<file path="config.mk">
export PLATFORM = sky130hd
export DESIGN_NAME = g16_div_seq
export DESIGN_NICKNAME = d
export VERILOG_FILES = /design/src/rtl/g16_div_seq.sv
export SDC_FILE = /design/constraint.sdc
export NUM_CORES = 1
export LEC_CHECK = 0
export CORE_MARGIN = 2
export CORE_UTILIZATION = 57
export CTS_CLUSTER_SIZE = 10
export DETAILED_ROUTE_END_ITERATION = 6
export PLACE_DENSITY = 0.8
export SYNTH_ARGS = -nofsm -noshare
export SYNTH_HDL_FRONTEND = slang
export SYNTH_SLANG_ARGS = --single-unit
</file>
<file path="constraint.sdc">
create_clock -name clk -period 2.65 [get_ports clk]
set_input_delay 0.265 -clock clk [delete_from_list [all_inputs] [get_ports clk]]
set_output_delay 0.265 -clock clk [all_outputs]
set_load 0.02 [all_outputs]
</file>
<file path="src/rtl/g16_div_seq.sv">
// Sequential GF(2^4) divider / inverter in the tower normal basis shared with
// G16_mul. Computes z = x * y^14 (= x / y) using one shared multiplier that
// is stepped through a fixed six-product addition chain, with valid/ready
// handshakes on both sides.
module g16_div_seq #(
  parameter logic [3:0] ZERO_RESULT = 4'h0
) (
  input  logic       clk,
  input  logic       rst,
  input  logic       in_valid,
  output logic       in_ready,
  input  logic       in_op,
  input  logic [3:0] in_x,
  input  logic [3:0] in_y,
  output logic       out_valid,
  input  logic       out_ready,
  output logic [3:0] out_z,
  output logic       out_dbz
);

  // GF(4) multiply, normal basis (W^2, W): bit 1 = W^2 coeff, bit 0 = W coeff.
  function automatic logic [1:0] g4_mul(input logic [1:0] x, input logic [1:0] y);
    logic e;
    e = (x[1] ^ x[0]) & (y[1] ^ y[0]);
    return {(x[1] & y[1]) ^ e, (x[0] & y[0]) ^ e};
  endfunction

  // GF(4) scale by N = W^2.
  function automatic logic [1:0] g4_scl_n(input logic [1:0] x);
    return {x[0], x[1] ^ x[0]};
  endfunction

  // GF(16) multiply over GF(4), normal basis (Y^4, Y), Y^2 + Y + N = 0.
  function automatic logic [3:0] g16_mul(input logic [3:0] x, input logic [3:0] y);
    logic [1:0] e;
    logic [1:0] es;
    e  = g4_mul(x[3:2] ^ x[1:0], y[3:2] ^ y[1:0]);
    es = g4_scl_n(e);
    return {g4_mul(x[3:2], y[3:2]) ^ es, g4_mul(x[1:0], y[1:0]) ^ es};
  endfunction

  // FIN registers the last product onto the output pins, which makes the
  // result visible seven edges after the accept edge.
  typedef enum logic [3:0] {
    IDLE,
    C1,
    C2,
    C3,
    C4,
    C5,
    C6,
    FIN,
    DONE
  } state_t;

  state_t     state;
  logic [3:0] x_q;
  logic [3:0] y_q;
  logic [3:0] t2_q;
  logic [3:0] p_q;
  logic       dbz_q;
  logic [3:0] mul_a;
  logic [3:0] mul_b;
  logic [3:0] mul_p;

  assign in_ready = (state == IDLE);

  // Operand selection for the shared multiplier, one chain step per state.
  always_comb begin
    mul_a = '0;
    mul_b = '0;
    unique case (state)
      C1: begin mul_a = y_q;  mul_b = y_q;  end  // t2  = y * y
      C2: begin mul_a = p_q;  mul_b = y_q;  end  // t3  = t2 * y
      C3: begin mul_a = p_q;  mul_b = p_q;  end  // t6  = t3 * t3
      C4: begin mul_a = p_q;  mul_b = p_q;  end  // t12 = t6 * t6
      C5: begin mul_a = p_q;  mul_b = t2_q; end  // t14 = t12 * t2
      C6: begin mul_a = x_q;  mul_b = p_q;  end  // z   = x * t14
      default: begin mul_a = '0; mul_b = '0; end
    endcase
  end

  // The single multiplier instance.
  always_comb mul_p = g16_mul(mul_a, mul_b);

  // Control FSM, operand/product registers and registered outputs.
  always_ff @(posedge clk) begin
    if (rst) begin
      state     <= IDLE;
      x_q       <= '0;
      y_q       <= '0;
      t2_q      <= '0;
      p_q       <= '0;
      dbz_q     <= 1'b0;
      out_valid <= 1'b0;
      out_z     <= '0;
      out_dbz   <= 1'b0;
    end else begin
      case (state)
        IDLE: begin
          if (in_valid) begin
            x_q   <= in_op ? 4'hF : in_x;
            y_q   <= in_y;
            dbz_q <= (in_y == 4'h0);
            state <= C1;
          end
        end
        C1: begin
          p_q   <= mul_p;
          t2_q  <= mul_p;
          state <= C2;
        end
        C2: begin
          p_q   <= mul_p;
          state <= C3;
        end
        C3: begin
          p_q   <= mul_p;
          state <= C4;
        end
        C4: begin
          p_q   <= mul_p;
          state <= C5;
        end
        C5: begin
          p_q   <= mul_p;
          state <= C6;
        end
        C6: begin
          p_q   <= mul_p;
          state <= FIN;
        end
        FIN: begin
          out_z     <= dbz_q ? ZERO_RESULT : p_q;
          out_dbz   <= dbz_q;
          out_valid <= 1'b1;
          state     <= DONE;
        end
        DONE: begin
          if (out_ready) begin
            out_valid <= 1'b0;
            state     <= IDLE;
          end
        end
        default: state <= IDLE;
      endcase
    end
  end

endmodule

</file>
# After elaboration in Yosys (flattened, before gate mapping)

Index checks and enable logic that the tools add are counted.

Equality and inequality tests: 10
Bitwise gates (word level): 26
Reductions and logical operators: 10
Mux-type cells: 9

Operators by type and width:

| operator             | number |
|---|---|
| $pmux W4 S9          | 1 |
| $pmux W4 S3          | 2 |
| $eq A4 B3 Y1 const B | 4 |
| $mux W4              | 4 |
| $xor A1 B1 Y1        | 13 |
| $and A1 B1 Y1        | 9 |
| $eq A4 B2 Y1 const B | 2 |
| $logic_not A4 Y1     | 2 |
| $xor A2 B2 Y2        | 4 |
| $reduce_and A2 Y1    | 3 |
| $reduce_or A6 Y1     | 1 |
| $eq A4 B1 Y1 const B | 1 |
| $eq A4 B4 Y1 const B | 1 |
| $ne A2 B2 Y1 const B | 2 |
| $reduce_or A4 Y1     | 1 |
| $reduce_or A3 Y1     | 1 |
| $pmux W1 S2          | 1 |
| $reduce_bool A2 Y1   | 1 |
| $reduce_or A2 Y1     | 1 |
| $mux W1              | 1 |

Word-level logic and storage cells: 64
Register bits: 27
Output and inout bits: 7

# Longest topological paths before layout

Gate-level depths: netlist of run 1.

Depth in word-level cells: 9
Depth in mapped cells: 12

# Worst setup path after synthesis of run 1

Ideal clock, no wire load.

Path kind: register to register
Start: reg state[3]
End: reg x_q[3]
Arrival time: 2,263 ps
Required time: 2,572 ps
Clock period less this slack: 2,341 ps
Setup time: 78 ps
Setup slack: 309 ps
Cell stages (with the launch flop): 8
Cells stage by stage: dfxtp_1 > buf_4 > buf_1 > nor4_1 > and2_1 > clkbuf_1 > nor2_1 > nor3_1

Word-level cells in the longest chain between the ends: 2

RTL lines:

| item                        | line | text |
|---|---|---|
| start, declared             | 56   | `state_t state;` |
| start signal, assigned      | 89   | `state <= IDLE;` |
| start signal, assigned      | 105  | `state <= C1;` |
| start signal, assigned      | 111  | `state <= C2;` |
| $logic_not A4 Y1            | n/a  |  |
| named net in_ready          | 11   | `output logic in_ready,` |
| $reduce_and A2 Y1 (no line) | n/a  |  |
| end signal, assigned        | 102  | `x_q <= in_op ? 4'hF : in_x;` |
| end, declared               | 57   | `logic [3:0] x_q;` |

The timed path passes the listed nets, and every way through them passes these cells.
A chain may end at the register's enable or synchronous reset.

# Worst setup path in the final report of run 1

Start: reg state[0]
End: reg p_q[3]

Word-level cells in the longest chain between the ends: 8
Elaborated cells on any way between the ends: 25
Those cells by class: 6 x eq/ne; 2 x mux; 13 x bitwise; 4 x reduce/logical

RTL lines:

| item                                               | line   | text |
|---|---|---|
| $eq A4 B3 Y1 (tied with other cells)               | 72, 99 |  |
| $reduce_or A4 Y1 (no line) (tied with other cells) | n/a    |  |
| $pmux W4 S3                                        | 72     | `unique case (state)` |
| $xor A2 B2 Y2                                      | 37     | `e = g4_mul(x[3:2] ^ x[1:0], y[3:2] ^ y[1:0]);` |
| $xor A1 B1 Y1                                      | 24     | `e = (x[1] ^ x[0]) & (y[1] ^ y[0]);` |
| $and A1 B1 Y1                                      | 24     |  |
| $xor A1 B1 Y1                                      | 25     | `return {(x[1] & y[1]) ^ e, (x[0] & y[0]) ^ e};` |
| $xor A2 B2 Y2                                      | 39     | `return {g4_mul(x[3:2], y[3:2]) ^ es, g4_mul(x[1:0], y[1:0]) ^ es};` |
| end signal, assigned                               | 109    | `p_q <= mul_p;` |
| end signal, assigned                               | 114    | `p_q <= mul_p;` |
| end signal, assigned                               | 118    | `p_q <= mul_p;` |
| end, declared                                      | 60     | `logic [3:0] p_q;` |

Several ways; a longest one is shown, not always the timed one.

==> results of run 1 <==
power groups by stage:
| stage | clock (uW) | sequential [uW] | combinational [uW] |
|---|---|---|---|
| floorplan | 0 | 484 | 333 |
| global placement | 0 | 510 | 412 |
| detailed placement | 0 | 510 | 419 |
| CTS | 184 | 501 | 421 |
| global route | 200 | 515 | 510 |
| finish | 184 | 510 | 460 |
Yosys cell counts, types with 2 or more instances:
cell      instances
dfxtp_1          27
nand2_1          25
a21oi_1          22
nor3_1           18
nor2_1           15
nand3b_1         10
nand4b_1          7
o21ai_0           7
clkbuf_1          6
buf_6             5
nand2b_1          5
xnor2_1           5
xor2_1            5
buf_4             4
nor4_1            4
a31oi_1           3
nand3_1           3
o211a_1           3
a211oi_1          2
a21o_1            2
a21o_2            2
a21oi_2           2
a31oi_2           2
a32o_1            2
and3_1            2
and4bb_1          2
mux2_2            2
nand4b_2          2
nor4b_1           2
o21a_1            2
o21bai_1          2
o22ai_1           2
registers in the layout, indices dropped and copies added (netlist names):
register,flops
state,4
t2_q,4
dbz_q,1
out_dbz,1
out_z,4
y_q,4
out_valid,1
x_q,4
p_q,4
cell families (layout without fill, tap and decap cells):
family,after synthesis,after routing,share of synthesized area (%)
AND/OR/NAND/NOR,111,111,35.13
AO/OA/AOI/OAI,67,67,25.23
flip-flops,27,27,27.05
buffers and inverters,19,44,6.261
XOR/XNOR,11,11,5.197
multiplexers,2,2,1.127
metrics by stage:
| step | setup TNS [ns] | instance area [um2] | utilization (%) | worst slack, ns | power (uW) |
|---|---|---|---|---|---|
| floorplan | 0 | 1998 | - | 0.3089 | 816.8 |
| global placement | 0 | 2283 | 67.89 | 0.1145 | 922.0 |
| detailed placement | 0 | 2283 | 67.89 | 0.07228 | 929.6 |
| CTS | 0 | 2311 | 68.71 | 0.02020 | 1106 |
| global route | -0.003074 | 2406 | 71.54 | -0.003074 | 1224 |
| finish | 0 | 2406 | 71.54 | 0.1504 | 1154 |
worst paths after layout:
kind | end | slack [ns] | cells past startpoint
setup / recovery | p_q[3] | 0.15 | 10
hold / removal | out_z[0] | 0.46 | 2
setup reg to reg | p_q[3] | 0.15 | 10
hold reg to reg | out_z[0] | 0.46 | 2
area by class of cell:
cell class              count  area share (%)
repair buffers             38           14.66
clock inverters             1          0.2080
well taps                  46           2.392
clock buffers               3          0.9360
flip-flops and latches     27           22.83
inverters                   2          0.3120
multi-input cells         191           58.66
worst min-delay path, delay by kind of cell, from the launching register on:
kind / cells / cell delay, ns
and+or+nand+nor: 1 / 0.05
DFF: 1 / 0.34
AOI/OAI and AO/OA: 1 / 0.05
routing by layer:
metal | up-vias | track usage [%] | routed length [um]
li1 | 947 | - | -
met1 | 872 | 35.70 | 2381
met2 | 38 | 40.16 | 2245
met3 | 6 | 3.929 | 163
met4 | 0 | 5.163 | 48
met5 | - | 0 | 0
what timing repair did:
item	CTS	global route
setup endpoints to repair	0	8
hold buffers	0	0
resized for setup	0	20
==> impl_metrics.ini, run 1 <==
[cts]
htreeDepth = 1
clock_latency_ns = 0.34
cts_tree = built
clk_pin_slew_worst_paths_ns = 0.15
postCtsSetupRepairBufs = 0
clock-sinks = 27
cts_inserted_buffers = 3
cts-root-buf = clkbuf_4
max-clock-path-buffers = 2

[routing]
drt_wl_total_mm = 4.839
firstDrtPassIters = 4
drcViolationCount = 0
vias_per_cell = 6.049
wl_per_cell_um = 15.71
drtIter0Drc = 113
vias = 1863
ant_nets = 0

[timing]
min_period_ns = 2.500
tightestPinTransition_ns = 0.6949
max_freq_mhz = 400.1
max-slew-margin-rel_pct = 53.57
fin_skew_ns = 0.01071
drv_slew = 0
setup_viol = 0
holdWs_ns = 0.4646
finalHoldViolCount = 0
fin_crit_sh_pct = 94.32

[floorplan]
design.die.area_um2 = 3995
fp.dieH_um = 63.21
start_util_pct = 59.41
io_pins = 20
fp.coreArea_um2 = 3363
die_x_um = 63.21
rows = 21

[final_layout]
layout_commonest_cell = nand2_1
areaGrowthSynthToFinish_pct = 20.41
layout_common_cells = nand2_1, dfxtp_1, a21oi_1, clkdlybuf4s50_1, nor3_1
final_cells = 308
drive_gt1_share_pct = 22.90
diodes = 0
fill_cells = 271
regArea_um2 = 549.3
multi_input_area_um2 = 1411
nets = 276

[power]
p_switching_uw = 429.4
powerDensity_nw_per_um2 = 479.5
internal-power_uw = 724.2
p_sw_share_pct = 37.22
pwr-share-comb_pct = 39.9
power_frac_clock_pct = 15.9
p_leak_uw = 0.0009219
pwr-share-seq_pct = 44.2
peakVddDrop_mv = 0.2675

[worst_setup_path]
crit_fanout = 13
cp.required_ns = 2.89
cp_cell_sequence = buf_8, nand3b_1, a221oi_4, or3b_1, nand3_2, xnor2_2, a21oi_1, buf_4, or2_1, a2111oi_2
startpoint = state[0]
crit_family = compound AO/OA/AOI/OAI gates
cp-start-kind = flop
cp_slowest_cell = dfxtp_4
r2r-start = state[0]
crit_type = reg2reg
cp-end-kind = flop
worst-path-buf-inv = 2
cpPeakStageDelay_ns = 0.43
arrival_ns = 2.74

[synthesis]
synth_warnings = 0
synth_seq_cells = 27
synth_cells = 237
synth_top_area_share_pct = 27.05
synthesis.nets = 250
yosysTopAreaCell = dfxtp_1
synth_ff_type = dfxtp_1
netlist_area_um2 = 1998
async_flop_share_pct = 0
syn_avg_cell_area_um2 = 8.431
synth_edf_count = 0
ys_seq_area_share_pct = 27.05
synthTopCellsByArea = dfxtp_1, a21oi_1, nand2_1
netlist-cell-type-count = 67

[place]
hpwlAfterDp_mm = 3.477
gp_congestion = 0.8644
portBuffers = 19
dp.cells = 304

[grt]
grt_pass1_vias = 1713
grt_antenna_before_repair = 0
grtUsageTotal_pct = 25.06
grt_first_pass_wirelength_mm = 8.197
grt_max_degree = 26
grt_overflow = 0

[status]
outcome = finished clean

[min_path]
min_path_type = reg2reg
hold_start = out_z[0]

[run]
maxCapViolCount = 0
No activity file was read; power rests on OpenSTA's default activity.
==> run 2, diff against run 1 <==
--- a/config.mk
+++ b/config.mk
@@ -5,6 +5,7 @@
 export SDC_FILE = /design/constraint.sdc
 export NUM_CORES = 1
 export LEC_CHECK = 0
+export CAP_MARGIN = 20
 export CORE_MARGIN = 2
 export CORE_UTILIZATION = 57
 export CTS_CLUSTER_SIZE = 10
==> constraint.sdc (replaced) <==
create_clock -name clk -period 2.7 [get_ports clk]
set_input_delay 0.27 -clock clk [delete_from_list [all_inputs] [get_ports clk]]
set_output_delay 0.27 -clock clk [all_outputs]
set_load 0.02 [all_outputs]
==> run 2 against run 1 <==
Fmax is 2.3% lower. Wire length is 0.37% lower. Global-route usage is 0.47 points lower. Critical path depth is 2 lower.
==> impl_metrics.ini, run 2 (synthesis gave the netlist of run 1 again) <==
[cts]
cts_tree = built
postCtsSetupRepairBufs = 0
clock-sinks = 27
clk_pin_slew_worst_paths_ns = 0.16
cts-root-buf = clkbuf_4
clock_latency_ns = 0.35
max-clock-path-buffers = 2
htreeDepth = 1
cts_inserted_buffers = 3

[timing]
tightestPinTransition_ns = 0.7335
max_freq_mhz = 390.8
fin_crit_sh_pct = 94.76
finalHoldViolCount = 0
setup_viol = 0
max-slew-margin-rel_pct = 50.99
fin_skew_ns = 0.009207
drv_slew = 0
min_period_ns = 2.559

[status]
outcome = finished clean

[final_layout]
diodes = 0
final_cells = 304
areaGrowthSynthToFinish_pct = 16.22
final_cell_area_um2 = 2322
layout_commonest_cell = nand2_1
multi_input_area_um2 = 1366
drive_gt1_share_pct = 20.16
fill_cells = 288
regArea_um2 = 544.3
layout_common_cells = nand2_1, dfxtp_1, a21oi_1, clkdlybuf4s50_1, nor3_1
nets = 272

[run]
maxCapViolCount = 0

[worst_setup_path]
crit_type = reg2reg
cp.required_ns = 2.97
crit_fanout = 8
cp_slowest_cell = o311ai_1
r2r-start = state[1]
crit_family = simple AND/OR/NAND/NOR gates
worst-path-buf-inv = 1
cpPeakStageDelay_ns = 0.55
reg2reg_setup_slack_ns = 0.14
cp_cell_sequence = buf_4, xnor2_2, nor3_4, o21a_1, o311ai_1, and3_2, and4bb_1, nor4_2
arrival_ns = 2.83
r2r_cells = 8
r2r_end = t2_q[1]
cp-start-kind = flop
cp-end-kind = flop

[place]
portBuffers = 19
postPlaceCellArea_um2 = 2253
gp_congestion = 0.8833
hpwlAfterDp_mm = 3.445
dp.cells = 300

[floorplan]
rows = 21
fp.coreArea_um2 = 3363
fp.dieH_um = 63.21
start_util_pct = 59.41
die_x_um = 63.21
design.die.area_um2 = 3995
io_pins = 20

[min_path]
hold_depth = 2
min_path_type = reg2reg
hold_start = out_z[0]
holdPathEnd = out_z[0]

[routing]
drtIter0Drc = 134
ant_nets = 0
vias = 1914
drcViolationCount = 0
vias_per_cell = 6.296
firstDrtPassIters = 4
wl_per_cell_um = 15.86
drt_wl_total_mm = 4.821

[power]
p_leak_uw = 0.0008763
peakVddDrop_mv = 0.2957
powerDensity_nw_per_um2 = 478.5

[grt]
grt_first_pass_wirelength_mm = 8.010
grt_antenna_before_repair = 0
grt_util_met2_pct = 40.82
grtUsageMet1_pct = 32.89
grt_pass1_vias = 1694
grt_overflow = 0
gr-max-usage-layer = met2
grtUsageTotal_pct = 24.59
grt_max_degree = 28
met3_usage_pct = 3.214
[run 2: timing repair]
action,CTS,global route
setup endpoints to repair,0,8
hold buffers,0,0
hold endpoints to repair,0,0
resized for setup,0,9
[run 2: worst max-delay path by stage]
stage / slack, ns / end / cells after the start / start
floorplan: 0.36 / x_q[3] / 7 / state[3]
global placement: 0.15 / p_q[3] / 8 / state[3]
detailed placement: 0.11 / p_q[3] / 8 / state[3]
CTS: 0.04 / p_q[3] / 9 / state[0]
global route: -0.05 / t2_q[1] / 8 / state[1]
finish: 0.14 / t2_q[1] / 8 / state[1]
[run 2: final cells by class]
type | count | share of cell area (%)
Clock inverter | 1 | 0.3772
Inverter | 2 | 0.3233
Multi-Input combinational cell | 191 | 58.84
Sequential cell | 27 | 23.44
Tap cell | 46 | 2.478
Timing Repair Buffer | 34 | 13.58
Clock buffer | 3 | 0.9698
[run 2: worst register-to-register path, stage by stage (launching register included)]
cell,delay (ns)
dfxtp_2,0.39
buf_4,0.16
xnor2_2,0.39
nor3_4,0.07
o21a_1,0.13
o311ai_1,0.55
and3_2,0.38
and4bb_1,0.24
nor4_2,0.19
[run 2: where the power goes]
group / switching (uW) / leakage [uW] / internal, uW
Combinational: 230 / 0.000636 / 193
Clock: 136 / 0.0000183 / 60.7
Sequential: 53.2 / 0.000222 / 438
[run 2: stage by stage]
step                      worst slack (ns)  util, %  TNS [ns]  power [uW]  hold slack [ns]
after floorplan                     0.3589        -         0       801.6           0.4060
after global placement              0.1455    67.00         0       896.1           0.4431
after detailed placement            0.1099    67.00         0       903.2           0.4499
after CTS                          0.04299    67.93         0        1095           0.4689
after global routing              -0.05019    69.05   -0.1013        1178           0.4888
final                               0.1414    69.05         0        1111           0.4671
[run 2: per-layer routing]
metal	wire, um	up-vias
li1	-	935
met1	2170	884
met2	2228	82
met3	314	13
met4	108	0
met5	0	-
